--- src/rtl/logic_cone_pipe.sv ---
// Pipelined XOR/AND/OR logic cone with valid/ready handshake.
// Define LOGIC_CONE_SIG_EN to add the MISR signature and transfer counter.
module logic_cone_pipe #(
    parameter int              IN_W   = 20,
    parameter int              OUT_W  = 10,
    parameter int              STAGES = 2,
    parameter int              SIG_W  = 16,
    parameter logic [SIG_W-1:0] POLY  = 16'h1021
) (
    input  logic             clk,
    input  logic             rst,
    input  logic             in_valid,
    output logic             in_ready,
    input  logic [IN_W-1:0]  in_data,
    output logic             out_valid,
    input  logic             out_ready,
    output logic [OUT_W-1:0] out_data,
    input  logic             clear,
    output logic [SIG_W-1:0] sig,
    output logic [15:0]      count
);

    logic             stage_valid [STAGES];
    logic [OUT_W-1:0] stage_data  [STAGES];
    logic [OUT_W-1:0] cone;
    logic             advance;
    logic             accept;
    logic             transfer;

    always_comb begin
        cone = '0;
        for (int k = 0; k < OUT_W; k++) begin
            cone[k] = (in_data[k % IN_W] ^ in_data[(k + IN_W/2) % IN_W])
                    | (in_data[(2*k + 1) % IN_W] & ~in_data[k % IN_W]);
        end
    end

    // The whole pipe moves as one unit; only a stalled last stage blocks it.
    assign advance   = !(stage_valid[STAGES-1] && !out_ready);
    assign in_ready  = advance;
    assign accept    = in_valid && advance;
    assign out_valid = stage_valid[STAGES-1];
    assign out_data  = stage_data[STAGES-1];
    assign transfer  = out_valid && out_ready;

    always_ff @(posedge clk or posedge rst) begin
        if (rst) begin
            for (int i = 0; i < STAGES; i++) begin
                stage_valid[i] <= 1'b0;
                stage_data[i]  <= '0;
            end
        end else if (advance) begin
            stage_valid[0] <= accept;
            stage_data[0]  <= cone;
            for (int i = 1; i < STAGES; i++) begin
                stage_valid[i] <= stage_valid[i-1];
                stage_data[i]  <= stage_data[i-1];
            end
        end
    end

`ifdef LOGIC_CONE_SIG_EN
    logic [SIG_W-1:0] sig_q;
    logic [15:0]      count_q;
    logic [SIG_W-1:0] data_ext;

    always_comb begin
        data_ext = '0;
        data_ext[OUT_W-1:0] = out_data;
    end

    // Clear takes priority so a cleared result never enters the signature.
    always_ff @(posedge clk or posedge rst) begin
        if (rst) begin
            sig_q   <= '0;
            count_q <= '0;
        end else if (clear) begin
            sig_q   <= '0;
            count_q <= '0;
        end else if (transfer) begin
            sig_q <= {sig_q[SIG_W-2:0], 1'b0}
                   ^ (sig_q[SIG_W-1] ? POLY : '0)
                   ^ data_ext;
            if (count_q != 16'hFFFF) begin
                count_q <= count_q + 16'd1;
            end
        end
    end

    assign sig   = sig_q;
    assign count = count_q;
`else
    logic unused_sig_inputs;
    assign unused_sig_inputs = clear ^ transfer;
    assign sig   = '0;
    assign count = '0;
`endif

endmodule

--- config.mk ---
export PLATFORM = sky130hd
export DESIGN_NAME = logic_cone_pipe
export DESIGN_NICKNAME = d
export VERILOG_FILES = /design/src/rtl/logic_cone_pipe.sv
export SDC_FILE = /design/constraint.sdc
export NUM_CORES = 1
export LEC_CHECK = 0
export ABC_AREA = 1
export CORE_UTILIZATION = 42
export CTS_CLUSTER_SIZE = 14
export DETAILED_ROUTE_END_ITERATION = 8
export PLACE_DENSITY = 0.92
export RECOVER_POWER = 100
export SLEW_MARGIN = 20
export SYNTH_ARGS = -nofsm -noshare
export SYNTH_HDL_FRONTEND = slang
export SYNTH_SLANG_ARGS = --single-unit
export TNS_END_PERCENT = 20
--- constraint.sdc ---
create_clock -name clk -period 1.75 [get_ports clk]
set_input_delay 0.35 -clock clk [delete_from_list [all_inputs] [get_ports clk]]
set_output_delay 0.35 -clock clk [all_outputs]
set_load 0.1 [all_outputs]
==> metrics.txt <==
status finished, final reports clean; fin crit period 1579 ps; worst vdd ir 415.8 uV; count of pins over their slew limit 0; I/O Pins 69; Root Driver clkbuf_4; Die H 58.17 um; Antenna Cells 0; fin cells 243; final setup fails 0; clock latency at the later pin of the worst-skew pair 310 ps; Worst Path Required 1400 ps; Die X 58.17 um; Cell Area, Synth 1325 um2; fin crit share 0.9023; Design Area, Final 1506 um2; drt wl/cell 8.819 um; Area Overhead vs Synth 13.69%; warnings from Yosys 0; Nets 225; Mapped Cells 173; core footprint 3028 um2; Clock Path Buffers 2; Power, Total 2.031 mW; leakage power 0.8374 nW; Multi-input gate area 485.5 um2; crit path max fanout 8; Worst Max-Slew Pin Slew 1059 ps; most frequent cells in the layout nand2_1, conb_1, clkdlybuf4s50_1, dfrtp_1, inv_1; DR vias 987; Routability Congestion 0.6789; Cell variety after synth 12; post-route ant nets 0; Clk pin slew, worst setup/hold paths 120 ps; crit end category output port; crit path kind primary input to output port; crit start category primary input; register area share after synthesis 0.4155; most common cell after layout, fill and taps aside nand2_1; Final Skew 3.991 ps; Mean Syn Cell Area 7.659 um2; CTS Hold Bufs 0; # clock sinks 22; final hold viol count 0; 1st-iter DRT viols 22; Overflow after GRT 0; hpwl dp 1.699 mm; Max transition margin 0.2939; vias per inst 4.062; final WL 2.143 mm; Highest Clock Rate 633.3 MHz; CTS tree built; Cell Rows 20; Die Area 3383 um2; H-tree levels 1; FF/Latch Area 550.5 um2; initial core utilization 0.4376; Gates resized, CTS repair 0; Hold Path Class flop to flop; placed instance count 239; gr usage total 0.1435; Crit path arrival time 1230 ps; maxcap violations 0; RSZ-0062 raised after global routing no; Final TNS setup 0 ps; total iterations of the first detailed-routing run 4; antenna violations before repair 0; total setup buffers inserted after CTS 0; Placed Area 1629 um2; FF+latch count, synth 22; Fillers 308; PD cells 1348 nW/um2; first-pass GRT wire length 3.691 mm; layout cell share with drive strength beyond 1 0.09045; TritonCTS buffer count 3; port bufs 35; vias in the first global route 905; DRC viols 0; Hold Worst Slack 477.0 ps; pin count of the biggest net entering global routing 23
==> logic make-up after synthesis <==
| group | share of synthesized area |
|---|---|
| buffers and inverters | 0.3031 |
| other | 0.002830 |
| DFF | 0.4155 |
| and+or+nand+nor | 0.2644 |
| AOI/OAI and AO/OA | 0.01417 |
==> worst paths after layout <==
kind                                            start                 endpoint  slack [ps]  depth (start not counted)
setup / recovery                            out_ready                 in_ready         170                          4
hold / removal             stage_valid[1]$_DFFE_PP0N_    out_valid$_DFFE_PP0N_         480                          2
setup reg to reg                out_valid$_DFFE_PP0N_  out_data[9]$_DFFE_PP0N_         520                          3
hold reg to reg            stage_valid[1]$_DFFE_PP0N_    out_valid$_DFFE_PP0N_         480                          2
max in group asynchronous                         rst  out_data[2]$_DFFE_PP0N_         460                          3
min in group asynchronous                         rst  out_data[6]$_DFFE_PP0N_         660                          3
==> state kept, by name, indices dropped and copies added (netlist names) <==
| signal | cells |
|---|---|
| stage_data | 10 |
| out_data | 10 |
| stage_valid | 1 |
| out_valid | 1 |
==> report_power, final <==
part	internal, mW	switching, mW	total, mW	leakage [nW]
clock network	0.232	0.153	0.385	0.0279
logic	0.142	0.853	0.995	0.554
registers	0.599	0.0528	0.651	0.256
total	0.973	1.06	2.03	0.837
==> cell usage after synthesis <==
master   number  area share
nand2_1      68        0.19
buf_4        44        0.25
dfrtp_1      22        0.42
inv_1        11       0.031
nand3_1      10       0.038
nor2_1        9       0.025
buf_6         2       0.017
inv_2         2      0.0057
o21ai_0       2      0.0076
conb_1        1      0.0028
nand2_4       1      0.0085
o21ai_2       1      0.0066
==> routing by layer <==
metal / up-vias / GRT usage / wire length (um)
met5: - / 0 / 0
met3: 4 / 0.01563 / 90
met2: 33 / 0.2479 / 1077
li1: 500 / - / -
met4: 0 / 0.09184 / 59
met1: 450 / 0.1693 / 915
==> stage by stage <==
stage	utilization	worst slack [ps]
3_5_place_dp	0.5380	250.3
4_1_cts	0.5554	249.0
3_3_place_gp	0.5380	251.2
6_report	0.4975	171.0
5_1_grt	0.4975	123.4
2_1_floorplan	-	39.79
==> critical path: stages <==
cell and delay (ps):
dlygate4sd3_1 530, inv_1 90, nand2_4 80, buf_12 170
==> cell type report <==
type                    count  share of cell area
flip-flops and latches     22              0.3654
inverters                  13             0.03239
clock buffers               3             0.01495
multi-input cells         123              0.3223
well taps                  44             0.03654
repair buffers             37              0.2085
clock inverters             1             0.01993
Power figures use the tool's default switching activity.
